**config.mk**
```make
export PLATFORM = sky130hd
export DESIGN_NAME = fdd_sector_arbiter
export DESIGN_NICKNAME = d
export VERILOG_FILES = /design/src/rtl/fdd_arb_pkg.sv /design/src/rtl/rr_pick2.sv /design/src/rtl/fdd_sector_arbiter.sv
export SDC_FILE = /design/constraint.sdc
export NUM_CORES = 1
export LEC_CHECK = 0
export BUFFER_PORTS_ARGS = -buffer_cell sky130_fd_sc_hd__buf_2
export CORE_UTILIZATION = 47
export DETAILED_ROUTE_END_ITERATION = 8
export PLACE_DENSITY = 0.79
export SYNTH_ARGS = -nofsm -noshare
export SYNTH_HDL_FRONTEND = slang
export SYNTH_SLANG_ARGS = --single-unit
```
**constraint.sdc**
```tcl
create_clock -name clk_sys -period 2.9 [get_ports clk_sys]
set_input_delay 0.145 -clock clk_sys [delete_from_list [all_inputs] [get_ports clk_sys]]
set_output_delay 0.145 -clock clk_sys [all_outputs]
set_load 0.02 [all_outputs]
```
**src/rtl/fdd_arb_pkg.sv**
```systemverilog
// Shared types and defaults for the FDD sector arbiter.
package fdd_arb_pkg;

    localparam int unsigned LBA_W_DEF       = 32;
    localparam logic [23:0] TIMEOUT_CYC_DEF = 24'hFFFFFF;

    typedef enum logic [2:0] {
        IDLE,
        ISSUE,
        WAIT_ACK,
        XFER,
        DONE,
        GAP
    } state_t;

endpackage

```
**src/rtl/rr_pick2.sv**
```systemverilog
// Combinational 2-way round-robin picker; the drive named by ptr is checked first.
module rr_pick2 (
    input  logic [1:0] req,
    input  logic       ptr,
    output logic [1:0] gnt,
    output logic       valid
);

    always_comb begin
        gnt = 2'b00;
        if (ptr == 1'b0) begin
            if (req[0])      gnt = 2'b01;
            else if (req[1]) gnt = 2'b10;
        end else begin
            if (req[1])      gnt = 2'b10;
            else if (req[0]) gnt = 2'b01;
        end
    end

    assign valid = |req;

endmodule

```
**src/rtl/fdd_sector_arbiter.sv**
```systemverilog
// Serialises D88 sector transfers of two FDD drives onto the shared hps_io sector channel,
// with round-robin fairness, ack timeout and abort on image remount.
module fdd_sector_arbiter
    import fdd_arb_pkg::*;
#(
    parameter int unsigned LBA_W       = LBA_W_DEF,
    parameter logic [23:0] TIMEOUT_CYC = TIMEOUT_CYC_DEF
) (
    input  logic               clk_sys,
    input  logic               reset,
    input  logic [1:0]         req_rd,
    input  logic [1:0]         req_wr,
    input  logic [2*LBA_W-1:0] req_lba,
    input  logic [1:0]         img_mounted,
    input  logic [1:0]         sd_ack,
    output logic [1:0]         grant,
    output logic [1:0]         req_done,
    output logic [1:0]         req_err,
    output logic [LBA_W-1:0]   sd_lba,
    output logic [1:0]         sd_rd,
    output logic [1:0]         sd_wr,
    output logic               busy
);

    state_t           state;
    logic             idx;
    logic             dir_wr;
    logic             ptr;
    logic             strobe;
    logic [1:0]       ack_q;
    logic [23:0]      cnt;
    logic [23:0]      cnt_inc;
    logic [LBA_W-1:0] lba_q;

    logic [1:0] pick_gnt;
    logic       pick_valid;
    logic       pick_idx;
    logic       ack_cur;
    logic       ack_rise;
    logic       ack_fall;
    logic       mount_hit;
    logic       timeout_hit;

    rr_pick2 u_pick (
        .req   (req_rd | req_wr),
        .ptr   (ptr),
        .gnt   (pick_gnt),
        .valid (pick_valid)
    );

    assign pick_idx    = pick_gnt[1];
    assign ack_cur     = sd_ack[idx];
    assign ack_rise    = ack_cur & ~ack_q[idx];
    assign ack_fall    = ~ack_cur & ack_q[idx];
    assign mount_hit   = img_mounted[idx];
    assign timeout_hit = (cnt == TIMEOUT_CYC - 24'd1);
    assign cnt_inc     = (cnt == 24'hFFFFFF) ? cnt : cnt + 24'd1;

    // Strobe is masked by the granted ack so it is never seen high together with ack.
    assign sd_rd  = (strobe && !dir_wr && !ack_cur) ? grant : 2'b00;
    assign sd_wr  = (strobe &&  dir_wr && !ack_cur) ? grant : 2'b00;
    assign sd_lba = lba_q;
    assign busy   = (state != IDLE);

    always_ff @(posedge clk_sys or posedge reset) begin
        if (reset) begin
            state    <= IDLE;
            grant    <= 2'b00;
            req_done <= 2'b00;
            req_err  <= 2'b00;
            idx      <= 1'b0;
            dir_wr   <= 1'b0;
            ptr      <= 1'b0;
            strobe   <= 1'b0;
            ack_q    <= 2'b00;
            cnt      <= 24'd0;
            lba_q    <= '0;
        end else begin
            ack_q    <= sd_ack;
            req_done <= 2'b00;
            req_err  <= 2'b00;
            case (state)
                IDLE: begin
                    if (pick_valid) begin
                        idx    <= pick_idx;
                        dir_wr <= ~req_rd[pick_idx];
                        lba_q  <= pick_idx ? req_lba[2*LBA_W-1:LBA_W] : req_lba[LBA_W-1:0];
                        grant  <= pick_gnt;
                        cnt    <= 24'd0;
                        state  <= ISSUE;
                    end
                end
                ISSUE: begin
                    cnt <= 24'd0;
                    if (mount_hit) begin
                        req_err <= grant;
                        grant   <= 2'b00;
                        ptr     <= ~idx;
                        state   <= GAP;
                    end else begin
                        strobe <= 1'b1;
                        state  <= WAIT_ACK;
                    end
                end
                WAIT_ACK: begin
                    if (ack_rise) begin
                        strobe <= 1'b0;
                        cnt    <= cnt_inc;
                        state  <= XFER;
                    end else if (mount_hit || timeout_hit) begin
                        strobe  <= 1'b0;
                        req_err <= grant;
                        grant   <= 2'b00;
                        ptr     <= ~idx;
                        state   <= GAP;
                    end else begin
                        cnt <= cnt_inc;
                    end
                end
                XFER: begin
                    // A completed transfer beats a coincident timeout or remount.
                    if (ack_fall) begin
                        req_done <= grant;
                        state    <= DONE;
                    end else if (mount_hit || timeout_hit) begin
                        req_err <= grant;
                        grant   <= 2'b00;
                        ptr     <= ~idx;
                        state   <= GAP;
                    end else begin
                        cnt <= cnt_inc;
                    end
                end
                DONE: begin
                    grant <= 2'b00;
                    ptr   <= ~idx;
                    state <= GAP;
                end
                GAP:     state <= IDLE;
                default: state <= IDLE;
            endcase
        end
    end

endmodule

```
# [Word-level counts from Yosys, hierarchy flattened]
# Cells that the tools add are included.
[word_totals] register_bits=71 latchBits=0 ramBits=0 mem_bits_ro=0 inputBits=74 out_inout_bits=43 word_cells=102 memories=0
[classes] n_addsub=1 multipliers=0 div=0 magnitude_cmp=2 n_eq_ne=12 n_shift=0 mux=50 bitwise=7 n_reduce_logical=19
[op_table] cell="24-bit two-way mux" count=5
[op_table] cell="24-bit one-hot mux with 4 select lines" count=1
[op_table] cell="24-bit equality test, second input constant" count=2
[op_table] cell="2-bit two-way mux" count=17
[op_table] cell="32-bit two-way mux" count=1
[op_table] cell="24-bit by 1-bit adder with 24-bit output, second input constant" count=1
[op_table] cell="1-bit two-way mux" count=16
[op_table] cell="3-bit two-way mux" count=5
[op_table] cell="3-bit one-hot mux with 5 select lines" count=1
[op_table] cell="2-bit inequality test, second input constant" count=5
[op_table] cell="2-bit one-hot mux with 5 select lines" count=1
[op_table] cell="4-bit nonzero test" count=2
[op_table] cell="3-bit by 2-bit equality test with 1-bit output, second input constant" count=2
[op_table] cell="2-bit one-hot mux with 3 select lines" count=1
[op_table] cell="3-bit AND reduction" count=2
[op_table] cell="5-bit AND reduction" count=1
[op_table] cell="5-bit nonzero test" count=1
[op_table] cell="1-bit logical AND" count=4
[op_table] cell="1-bit by 2-bit < comparator with 1-bit output, second input constant" count=2
[op_table] cell="1-bit NOT" count=4
[op_table] cell="1-bit one-hot mux with 4 select lines" count=1
[op_table] cell="4-bit AND reduction" count=1
[op_table] cell="3-bit by 1-bit equality test with 1-bit output, second input constant" count=1
[op_table] cell="3-bit equality test, second input constant" count=1
[op_table] cell="other kinds (11)" count=13

# [Logic depth before layout (Yosys ltp)]
# Gate-level depths: netlist of the first run.
[depth] ltp_word=7 depth_mapped=9 mapped_depth_nobuf=7

# [Hierarchy]
# Synthesis of the first run repeated with hierarchy kept, for this count alone.
[hier_totals] cells_unflattened=399 area_unflattened_um2=3816.2
[modules_own_cells] module="fdd_sector_arbiter" instances=1 cells_each=395 area_per_inst_um2=3791.1 seq_area_each_um2=1776.7
[modules_own_cells] module="rr_pick2" instances=1 cells_each=4 area_per_inst_um2=25.0 seq_area_each_um2=0.0

# [Worst setup path after synthesis of the first run]
# OpenSTA, ideal clock, no wires.
[synth_path] path_kind="register -> register" start="reg state[1]" end="reg lba_q[10], in the netlist sd_lba[10]" setup_ns=0.141 arrival_ns=1.986 required_ns=2.759 setup_slack_ns=0.773 path_stages_with_launch=8 n_path_buf=4 period_less_slack_ns=2.127 cell_sequence="dfrtp_1 > clkbuf_1 > or3_1 > nor2b_1 > clkbuf_1 > clkbuf_1 > buf_1 > a31oi_1"
[synth_between] elab_chain_len=2
[synth_rtl] element="start, declared" line="fdd_sector_arbiter.sv:25" text="state_t state;"
[synth_rtl] element="start signal, assigned" line="fdd_sector_arbiter.sv:67" text="state <= IDLE;"
[synth_rtl] element="start signal, assigned" line="fdd_sector_arbiter.sv:90" text="state <= ISSUE;"
[synth_rtl] element="start signal, assigned" line="fdd_sector_arbiter.sv:99" text="state <= GAP;"
[synth_rtl] element="3-bit logical NOT" line="fdd_sector_arbiter.sv:82" text="case (state)"
[synth_rtl] element="2-bit AND reduction (no source line)"
[synth_rtl] element="end signal, assigned" line="fdd_sector_arbiter.sv:87" text="lba_q <= pick_idx ? req_lba[2*LBA_W-1:LBA_W] : req_lba[LBA_W-1:0];"
[synth_rtl] element="end, declared" line="fdd_sector_arbiter.sv:33" text="logic [LBA_W-1:0] lba_q;"
# Every way passes these cells.
# A chain may end at the register's enable or synchronous reset.

# [Final worst setup path of the first run]
[layout_path] start="reg cnt[1]" end="reg cnt[1]"
[layout_between] elab_chain_len=5 word_cells_on_any_way=9 classes_between="add/sub (1); eq/ne (2); mux (5); reduce/logical (1)"
[layout_rtl] element="start, declared" line="fdd_sector_arbiter.sv:31" text="logic [23:0] cnt;"
[layout_rtl] element="start signal, assigned" line="fdd_sector_arbiter.sv:108" text="cnt <= cnt_inc;"
[layout_rtl] element="start signal, assigned" line="fdd_sector_arbiter.sv:117" text="cnt <= cnt_inc;"
[layout_rtl] element="start signal, assigned" line="fdd_sector_arbiter.sv:131" text="cnt <= cnt_inc;"
[layout_rtl] element="24-bit by 1-bit adder with 24-bit output (tied with other cells)" line="fdd_sector_arbiter.sv:57" text="assign cnt_inc = (cnt == 24'hFFFFFF) ? cnt : cnt + 24'd1;"
[layout_rtl] element="24-bit two-way mux / 1-bit logical OR (equally long branches)" line="fdd_sector_arbiter.sv:57, fdd_sector_arbiter.sv:110, fdd_sector_arbiter.sv:125"
[layout_rtl] element="24-bit two-way mux" line="fdd_sector_arbiter.sv:110, fdd_sector_arbiter.sv:125"
[layout_rtl] element="24-bit two-way mux, on equally long branches" line="fdd_sector_arbiter.sv:122, fdd_sector_arbiter.sv:106"
[layout_rtl] element="24-bit one-hot mux with 4 select lines (*)" line="fdd_sector_arbiter.sv:82"
# Every way passes the cells marked *; elsewhere a longest branch is shown, timed or not. The select of a mux whose other input is x is not followed.

==> flow_summary.ini, run 1 <==
[setup_path]
worst_path_most_repeated_cell = sky130_fd_sc_hd__o21a_1
register_to_register_path_depth = 7
timing.critical_path.fanout_max = 11
worst_path_largest_cell_delay_ps = 570
setup.reg_to_reg.worst_slack_ps = 480
r2r-start = cnt[1]
worstPathRequired_ps = 3110
cpMaxStageDelayCell = sky130_fd_sc_hd__or4_1
path_class = register to register
regToRegEndpoint = cnt[1]
setup.worst_path.end_class = register
worstSetupStartpointType = register
cp_data_arrival_time_ps = 2630
critical_path_buf_inv_count = 0
worst_path_dominant_cell_family = simple AND/OR/NAND/NOR gates
timing.critical_path.cells = ha_1 > and3_1 > nand2_1 > or4_1 > o21a_1 > o21a_1 > o32ai_1

[global_routing]
via_count_of_the_first_global_routing_pass = 3693
grt_start_max_net_pins = 67
global_route.usage.met1 = 0.323
wire_length_of_the_first_global_routing_pass_um = 17300
grt_antenna_before_repair = 0
grt_most_used_layer = met2
met3_usage = 0.0580
grtUsageTotal = 0.256
global_route.overflow_total = 0
use_met2 = 0.412

[timing]
clock-skew-final_ps = 17.9
fin_crit_sh = 0.835
slew_headroom = 0.620
max_freq_mhz = 413
fin_ws_ps = 479
timing_worst_slew_pin_value_ps = 564
finalMaxSlewViolations = 0
setup_viol = 0
rsz_0062_raised_after_global_routing = false
period_needed_ps = 2420
totalNegativeSetupSlack_ps = 0
count_of_final_hold_check_violations = 0

[detailed_routing]
drt_pass1_iterations = 5
detailroute.via_count = 3772
routed_wirelength_um = 10000
detailedRoute.firstIterationViolations = 214
number_of_remaining_drc_errors = 0
drt-vias-per-instance = 5.62
avgRoutedWirePerCell_um = 15.0
drt.antenna.violating_nets = 0

[layout]
multiInputGateArea_um2 = 1890
number_of_fillers_in_the_final_layout = 699
fin_util = 0.611
mostFrequentLayoutCells = 116 x sky130_fd_sc_hd__buf_2, 94 x sky130_fd_sc_hd__nand2_1, 71 x sky130_fd_sc_hd__dfrtp_1
final_net_count = 641
layout.cells.non_filler = 671
post_route_cells_drive_above_1_share = 0.271
layout.cells.most_common = sky130_fd_sc_hd__buf_2
ff_latch_area_um2 = 1780
insertedDiodeCount = 0
flow.area_growth_from_synthesis_pct = 24.7

[synthesis]
post_synth_and_or_nand_nor_area_fraction = 0.264
synth-seq-area-share = 0.465
yosys.cell_types.count = 58
synth_area_leader = sky130_fd_sc_hd__dfrtp_1
syn-cell-area_um2 = 3820
avgSynthCellArea_um2 = 8.44
synth-xor-area-share = 0
synth_top_area_frac = 0.465
synth.mux.area_fraction = 0.0114
synth_compound_gate_area_share = 0.209
ys_top_cells_by_area = sky130_fd_sc_hd__dfrtp_1 46%, sky130_fd_sc_hd__nand2_1 9.2%, sky130_fd_sc_hd__a31oi_1 6.2%
ys.flop_type = sky130_fd_sc_hd__dfrtp_1
synth_fp_nets = 529
synthCells = 453
synth-edff-count = 0
synth-seq-cells = 71
synth-adder-area-share = 0.00654
synth-warning-count = 0
largest_family_of_logic_cells_by_synthesized_area = simple AND/OR/NAND/NOR gates
synthArstFlopShare = 1.00

[power_and_ir_drop]
clock_power_share = 0.211
leakage_power_summed_over_all_cells_nw = 2.18
p_switching_w = 0.00198
p_total_w = 0.00461
netSwitchingFraction = 0.429
seqPwrFrac = 0.338
p_per_area_nw_per_um2 = 966
power.combinational.fraction = 0.452
p_int_w = 0.00263
ir_drop_v = 0.000546

[placement]
place_ws_ps = 576
numPortBuffers = 116
final_estimated_routing_congestion_in_global_placement = 0.888
detailed_place_hpwl_um = 7350
placed_cells_incl_taps = 653

[hold_path]
worstHoldEndpoint = sd_lba[3]
worst_hold_path.num_cells = 3
hold_path_startpoint = req_lba[35]
hold_class = input pin to register

[status]
run_status = finished clean

[floorplan]
core-area_um2 = 7810
fp.dieH_um = 92.2
ios = 117
die_w_um = 92.2
full_die_area_um2 = 8500
initial_utilization = 0.490
num_rows = 32

[flow_run]
cap_violations = 0

[cts]
clock_path_buffers = 2
worstSkewPairLatency_ps = 350
master_cell_of_the_clock_root_buffer = sky130_fd_sc_hd__clkbuf_8
cts_htree_levels = 3
tritoncts = built
cts_buffers = 9
cts_setup_buffers = 0
clkTransAtPathRegs_ps = 80
clock_net_sink_count = 71
registers in the layout, summed over array words and instances (netlist names):
name      count
req_err       2
state         3
req_done      2
dir_wr        1
idx           1
strobe        1
grant         2
ack_q         2
cnt          24
ptr           1
sd_lba       32
power by group through the flow:
stage	Sequential [W]	Combinational [W]	Clock, W
finish	0.00156	0.00208	0.000970
global route	0.00161	0.00229	0.00102
CTS	0.00155	0.00209	0.000979
detailed placement	0.00156	0.00210	0
global placement	0.00156	0.00203	0
floorplan	0.00176	0.00123	0
per-stage QoR:
stage	hold slack (ps)	cell area, um2
global placement	217	4500
CTS	38.1	4770
floorplan	176	3820
detailed placement	223	4500
global route	43.0	4770
finish	35.2	4770
cells by family after synthesis:
| logic type | Yosys count |
|---|---|
| fa+ha+maj | 2 |
| simple gates | 215 |
| buf+inv | 40 |
| compound gates | 121 |
| mux | 4 |
| flops | 71 |
cell usage after synthesis, types with 2 or more instances:
| cell type | n |
|---|---|
| sky130_fd_sc_hd__o211ai_1 | 3 |
| sky130_fd_sc_hd__clkbuf_1 | 19 |
| sky130_fd_sc_hd__a41oi_1 | 3 |
| sky130_fd_sc_hd__or4_1 | 4 |
| sky130_fd_sc_hd__o21a_1 | 5 |
| sky130_fd_sc_hd__nand3_1 | 10 |
| sky130_fd_sc_hd__nand4_1 | 7 |
| sky130_fd_sc_hd__nand2_1 | 94 |
| sky130_fd_sc_hd__a32o_1 | 3 |
| sky130_fd_sc_hd__a31oi_1 | 38 |
| sky130_fd_sc_hd__dfrtp_1 | 71 |
| sky130_fd_sc_hd__and4_1 | 2 |
| sky130_fd_sc_hd__nor3_1 | 8 |
| sky130_fd_sc_hd__a211oi_1 | 2 |
| sky130_fd_sc_hd__o22a_1 | 2 |
| sky130_fd_sc_hd__o31ai_1 | 4 |
| sky130_fd_sc_hd__nand2b_1 | 3 |
| sky130_fd_sc_hd__a21boi_0 | 2 |
| sky130_fd_sc_hd__a21o_1 | 2 |
| sky130_fd_sc_hd__buf_2 | 5 |
| sky130_fd_sc_hd__and3_1 | 9 |
| sky130_fd_sc_hd__inv_1 | 12 |
| sky130_fd_sc_hd__mux2_2 | 3 |
| sky130_fd_sc_hd__ha_1 | 2 |
| sky130_fd_sc_hd__nor2b_1 | 3 |
| sky130_fd_sc_hd__or3_1 | 9 |
| sky130_fd_sc_hd__nor2_1 | 53 |
| sky130_fd_sc_hd__a21oi_1 | 27 |
| sky130_fd_sc_hd__nor4_1 | 3 |
| sky130_fd_sc_hd__o22ai_1 | 4 |
| sky130_fd_sc_hd__o21ai_0 | 14 |
worst max path at each step:
stage / startpoint / to / slack [ps] / cells after the start
global placement: cnt[1] / cnt[0] / 680 / 7
CTS: cnt[1] / cnt[1] / 490 / 7
detailed placement: cnt[1] / cnt[0] / 580 / 7
global route: cnt[1] / cnt[1] / 330 / 7
finish: cnt[1] / cnt[1] / 480 / 7
floorplan: state[1] / sd_lba[10] / 770 / 7
worst reg2reg max path: cells and delay by family (launching register included):
kind            cells  cell delay (ps)
simple gates        3              960
compound gates      3              700
flops               1              430
fa+ha+maj           1              210
metal layers:
layer	vias to the layer above	wire length, um
met5	-	0
met4	0	288
met3	30	601
met2	151	4750
met1	1744	4390
li1	1847	-
layout make-up:
type | instances | area share
Tap cell | 102 | 0.0268
Timing Repair Buffer | 128 | 0.142
Clock buffer | 10 | 0.0289
Clock inverter | 5 | 0.0223
Inverter | 13 | 0.0102
Sequential cell | 71 | 0.373
Multi-Input combinational cell | 342 | 0.397
repair_timing:
item,CTS,global route
gates resized for setup,0,0
endpoints found under the hold margin,26,0
hold buffers,3,0
Note: power is estimated with default switching activity, not from simulation.
==> run 2, diff against run 1 <==
Settings changed: PLACE_DENSITY 0.79 to 0.82.
Clock period 2.9 ns to 2 ns, I/O delays scaled along.
==> run 2 against run 1 <==
Net effect: the run now ends with negative setup slack left; via count rose by 25%; power rose by 70%; critical path depth did not move; routed wire length rose by 46%; combinational power rose by 100%; clock skew fell by 4.6 ps; clock-buffer cell count did not move; final area rose by 27%; clock power rose by 48%; global-route usage rose by 6.3 points; die area did not move.
==> flow_summary.ini, run 2 (synthesis gave the netlist of run 1 again) <==
[timing]
fin_ws_ps = -120
timing_worst_slew_pin_value_ps = 553
totalNegativeSetupSlack_ps = -910
slew_headroom = 0.627
rsz_0062_raised_after_global_routing = true
max_freq_mhz = 472
count_of_final_hold_check_violations = 0
fin_crit_sh = 1.06
setup_viol = 18
finalMaxSlewViolations = 0
period_needed_ps = 2120
clock-skew-final_ps = 13.3

[cts]
clkTransAtPathRegs_ps = 80
worstSkewPairLatency_ps = 350
master_cell_of_the_clock_root_buffer = sky130_fd_sc_hd__clkbuf_8
clock_path_buffers = 2
cts_buffers = 9
cts_htree_levels = 3
tritoncts = built
clock_net_sink_count = 71

[power_and_ir_drop]
leakage_power_summed_over_all_cells_nw = 2.83
ir_drop_v = 0.000821
clock_power_share = 0.183
netSwitchingFraction = 0.434
power.combinational.fraction = 0.538
seqPwrFrac = 0.279
p_int_w = 0.00444
p_per_area_nw_per_um2 = 1300
p_switching_w = 0.00341

[hold_path]
worst_hold_path.num_cells = 3
hold_class = input pin to register
hold_path_startpoint = req_lba[6]

[global_routing]
grt_antenna_before_repair = 0
via_count_of_the_first_global_routing_pass = 4545
wire_length_of_the_first_global_routing_pass_um = 21100
grt_start_max_net_pins = 72
global_route.overflow_total = 0
grtUsageTotal = 0.318

[setup_path]
timing.critical_path.fanout_max = 3
worst_path_dominant_cell_family = simple AND/OR/NAND/NOR gates
worstPathRequired_ps = 2280
worstSetupStartpointType = register
r2r-start = cnt[9]
critical_path_buf_inv_count = 1
setup.worst_path.end_class = register
cp_data_arrival_time_ps = 2400
timing.critical_path.cells = and3_1 > and4_4 > a31o_4 > buf_6 > o31a_1 > or4_1 > a21oi_2
register_to_register_path_depth = 7
critical_path_cell_count = 7
cpMaxStageDelayCell = sky130_fd_sc_hd__or4_1
path_class = register to register
worst_path_largest_cell_delay_ps = 420
startpoint = cnt[9]
setup.reg_to_reg.worst_slack_ps = -120

[detailed_routing]
drt_pass1_iterations = 7
avgRoutedWirePerCell_um = 18.7
drt.antenna.violating_nets = 0
routed_wirelength_um = 14600
detailroute.via_count = 4713
drt-vias-per-instance = 6.04
detailedRoute.firstIterationViolations = 350
number_of_remaining_drc_errors = 0

[floorplan]
core-area_um2 = 7810
ios = 117
fp.dieH_um = 92.2
full_die_area_um2 = 8500
initial_utilization = 0.490
die_w_um = 92.2
num_rows = 32

[placement]
final_estimated_routing_congestion_in_global_placement = 0.920
detailed_place_hpwl_um = 8280
post_dp_cell_area_um2 = 5030
numPortBuffers = 116

[status]
run_status = finished with violations
failing_checks = negative setup slack

[layout]
flow.area_growth_from_synthesis_pct = 58.0
mostFrequentLayoutCells = 116 x sky130_fd_sc_hd__buf_2, 92 x sky130_fd_sc_hd__nand2_1, 82 x sky130_fd_sc_hd__buf_4
post_route_cells_drive_above_1_share = 0.426
insertedDiodeCount = 0
fin_util = 0.774
number_of_fillers_in_the_final_layout = 452
layout.cells.most_common = sky130_fd_sc_hd__buf_2
largest_reg_flops = 32
design_area_um2 = 6040
final_net_count = 750

[flow_run]
cap_violations = 0
-- run 2: cell count changes in the layout (fill, tap and decap cells not counted), sizes merged --
cell / delta
buf: +83
clkbuf: +1
dlygate4sd3: +25
-- run 2: cell type report --
cell class	instances	area (um2)	area share
Clock inverter	5	106	0.0176
Multi-Input combinational cell	342	2200	0.363
Tap cell	102	128	0.0211
Inverter	13	48.8	0.00807
Sequential cell	71	1780	0.294
Clock buffer	10	138	0.0228
Timing Repair Buffer	237	1650	0.273
-- run 2: through the flow --
stage,worst slack (ps),power [W],instances,hold WS [ps]
floorplan,-77.1,0.00436,453,131
global placement,-82.1,0.00564,717,204
detailed placement,-141,0.00576,717,213
CTS,-50.9,0.00735,767,0.442
global route,-165,0.00819,780,8.56
finish,-120,0.00785,780,1.50
-- run 2: metal layers --
layer	part of all wire	vias to the layer above	GRT usage
met4	0.061	0	0.178
met1	0.35	2219	0.376
li1	-	2061	-
met3	0.090	90	0.0597
met5	0	-	0
met2	0.49	343	0.543
-- run 2: final timing paths --
| check | endpoint |
|---|---|
| hold / removal | sd_lba[6] |
| hold reg to reg | cnt[15] |
| setup reg to reg | cnt[2] |
| min in group asynchronous | sd_lba[11] |
| max in group asynchronous | idx |
| setup / recovery | cnt[2] |
-- run 2: worst min-delay path, cell delays in order --
cell,delay [ps]
sky130_fd_sc_hd__buf_2,90
sky130_fd_sc_hd__nand2_1,40
sky130_fd_sc_hd__a31oi_1,80
-- run 2: what timing repair did --
action / in CTS / in global routing
pin swaps: 6 / 18
gates resized for setup: 22 / 55
endpoints found under the hold margin: 90 / 0
hold buffers: 28 / 0
setup endpoints to repair: 25 / 27
gates cloned: 1 / 1
setup buffers: 6 / 12
-- run 2: power groups by stage --
stage	clock network, W	logic, W	registers, W
floorplan	0	0.00181	0.00255
global placement	0	0.00348	0.00216
detailed placement	0	0.00359	0.00217
CTS	0.00144	0.00375	0.00216
global route	0.00150	0.00446	0.00223
finish	0.00144	0.00423	0.00219
==> run 3, diff against run 2 <==
Settings changed: ABC_AREA set to 1, PLACE_DENSITY 0.82 to 0.81.
==> run 3 against run 2 <==
Net effect: the flow finishes with violations (negative hold slack); synthesized cell count increased by 25%; register-to-register slack improved by 240 ps; non-clock buffer count shrank 62; global-route usage decreased by 1.8 points; via count shrank 2.5%; sequential share of layout area is 2.2 points higher; first-iteration DRC count increased by 2.9%; worst hold slack got worse by 2.3 ps; maximum frequency rose by 13%; cell count is 8.5% higher; highest routed layer unchanged.
==> flow_summary.ini, run 3 <==
[global_routing]
wire_length_of_the_first_global_routing_pass_um = 21300
grt_start_max_net_pins = 72
grt_most_used_layer = met2
via_count_of_the_first_global_routing_pass = 4568
met3_usage = 0.0728
global_route.overflow_total = 0
global_route.usage.met1 = 0.360
grtUsageTotal = 0.301
use_met2 = 0.503
grt_antenna_before_repair = 1

[cts]
clock_net_sink_count = 71
cts_buffers = 9
tritoncts = built
cts_htree_levels = 3
worstSkewPairLatency_ps = 370
master_cell_of_the_clock_root_buffer = sky130_fd_sc_hd__clkbuf_8
clkTransAtPathRegs_ps = 90
clock_path_buffers = 2

[power_and_ir_drop]
netSwitchingFraction = 0.477
power.combinational.fraction = 0.513
seqPwrFrac = 0.315
p_int_w = 0.00362
clock_power_share = 0.172
ir_drop_v = 0.00126
p_per_area_nw_per_um2 = 1230
p_switching_w = 0.00330
leakage_power_summed_over_all_cells_nw = 2.77

[timing]
finalMaxSlewViolations = 0
count_of_final_hold_check_violations = 1
setup_viol = 0
max_freq_mhz = 532
worst_hold_slack_ps = -0.842
period_needed_ps = 1880
slew_headroom = 0.745
clock-skew-final_ps = 12.4
fin_crit_sh = 0.939
totalNegativeSetupSlack_ps = 0
timing_worst_slew_pin_value_ps = 380

[detailed_routing]
drt_pass1_iterations = 7
drt.antenna.violating_nets = 0
detailroute.via_count = 4597
number_of_remaining_drc_errors = 0
avgRoutedWirePerCell_um = 15.5
detailedRoute.firstIterationViolations = 360
drt-vias-per-instance = 5.43
routed_wirelength_um = 13100

[setup_path]
worstSetupStartpointType = register
cp_data_arrival_time_ps = 2130
setup.reg_to_reg.worst_slack_ps = 120
path_class = register to register
setup.worst_path.end_class = register
r2r-start = cnt[0]
startpoint = cnt[0]
timing.critical_path.fanout_max = 13
worstPathRequired_ps = 2250

[floorplan]
initial_utilization = 0.483
fp.dieH_um = 96.5
num_rows = 34
die_w_um = 96.5
core-area_um2 = 8680
ios = 117
full_die_area_um2 = 9310

[synthesis]
synthMostInstantiatedCell = sky130_fd_sc_hd__nand2_1
synth_common_cells = 154 x sky130_fd_sc_hd__nand2_1, 76 x sky130_fd_sc_hd__nor2_1, 71 x sky130_fd_sc_hd__dfrtp_1
yosys.cell_types.count = 37
synthCells = 564
synth-edff-count = 0
synth-warning-count = 0
synthArstFlopShare = 1.00
synth-seq-cells = 71
synth_fp_nets = 640
ys.flop_type = sky130_fd_sc_hd__dfrtp_1
avgSynthCellArea_um2 = 7.44
synth_top_area_frac = 0.424
syn-cell-area_um2 = 4190
synth-seq-area-share = 0.424
ys_top_cells_by_area = sky130_fd_sc_hd__dfrtp_1 42%, sky130_fd_sc_hd__nand2_1 14%, sky130_fd_sc_hd__nor2_1 6.8%
synth_area_leader = sky130_fd_sc_hd__dfrtp_1

[hold_path]
hold_path_startpoint = req_lba[4]
hold_class = input pin to register

[layout]
post_route_cells_drive_above_1_share = 0.278
flow.area_growth_from_synthesis_pct = 33.8
layout.cells.non_filler = 846
layout.cells.most_common = sky130_fd_sc_hd__nand2_1
final_net_count = 808
fin_util = 0.647
largest_reg_flops = 32
mostFrequentLayoutCells = 153 x sky130_fd_sc_hd__nand2_1, 116 x sky130_fd_sc_hd__buf_2, 76 x sky130_fd_sc_hd__nor2_1
number_of_fillers_in_the_final_layout = 674

[status]
failing_checks = negative hold slack
run_status = finished with violations

[placement]
placed_cells_incl_taps = 781
detailed_place_hpwl_um = 7710
final_estimated_routing_congestion_in_global_placement = 0.926
numPortBuffers = 116

[flow_run]
cap_violations = 0
-- run 3: cell count changes after synthesis, moves of 12 or more --
cell	before	now
sky130_fd_sc_hd__nand2_1	94	154
sky130_fd_sc_hd__inv_1	12	64
sky130_fd_sc_hd__nor2_1	53	76
sky130_fd_sc_hd__a21oi_1	27	11
sky130_fd_sc_hd__inv_2	0	12
-- run 3: metal layers --
layer	up-vias	wire (um)
li1	2141	-
met1	2148	5090
met2	255	6460
met3	53	1050
met4	0	529
met5	-	0
-- run 3: path summary, 6_finish.rpt --
| kind | endpoint | cells after the start |
|---|---|---|
| worst max-delay path | ptr | 13 |
| min in group asynchronous | sd_lba[28] | 4 |
| worst min register to register | strobe | 2 |
| max in group asynchronous | cnt[18] | 4 |
| worst max register to register | ptr | 13 |
| worst min-delay path | sd_lba[4] | 3 |
-- run 3: cell type report --
class	count	area, um2	area share
diodes	1	2.50	0.000446
multi-input cells	397	2040	0.364
clock buffers	10	128	0.0227
well taps	108	135	0.0241
flip-flops and latches	71	1780	0.317
clock inverters	6	70.1	0.0125
repair buffers	175	1160	0.206
inverters	78	298	0.0531
-- run 3: critical path, cell delays in order (launching register included) --
cell and delay (ps):
sky130_fd_sc_hd__dfrtp_1 430, sky130_fd_sc_hd__inv_1 90, sky130_fd_sc_hd__ha_1 150, sky130_fd_sc_hd__inv_1 40
sky130_fd_sc_hd__nor2_1 90, sky130_fd_sc_hd__nand2_1 60, sky130_fd_sc_hd__nor2_1 100, sky130_fd_sc_hd__nand2_1 110
sky130_fd_sc_hd__nand2_4 120, sky130_fd_sc_hd__nand2_4 130, sky130_fd_sc_hd__nand2_2 120, sky130_fd_sc_hd__nand3_1 120
sky130_fd_sc_hd__nand2_1 120, sky130_fd_sc_hd__o21ai_1 80
-- run 3: kinds of logic after synthesis --
group | after synthesis | share of synthesized area
multiplexers | 1 | 0.00239
AO/OA/AOI/OAI | 94 | 0.137
AND/OR/NAND/NOR | 300 | 0.337
flip-flops | 71 | 0.424
adder cells (fa/ha/maj) | 2 | 0.00597
buffers and inverters | 96 | 0.0934
-- run 3: timing repair --
action	CTS	global route
resized for setup	0	2
hold buffers	44	0
setup buffers	0	4
setup endpoints to repair	0	10
endpoints found under the hold margin	95	0
-- run 3: metrics by stage --
stage	setup WS [ps]	total power [W]	cell area [um2]
after global placement	184	0.00534	4930
after global routing	-1.57	0.00732	5610
after floorplan	103	0.00449	4190
after detailed placement	122	0.00543	4930
after CTS	104	0.00667	5570
final	122	0.00692	5610
-- run 3: power groups by stage --
stage	Sequential, W	Combinational, W	Clock, W
after detailed placement	0.00216	0.00327	0
after global placement	0.00215	0.00319	0
after CTS	0.00214	0.00335	0.00119
final	0.00218	0.00355	0.00119
after floorplan	0.00257	0.00192	0
after global routing	0.00222	0.00385	0.00125
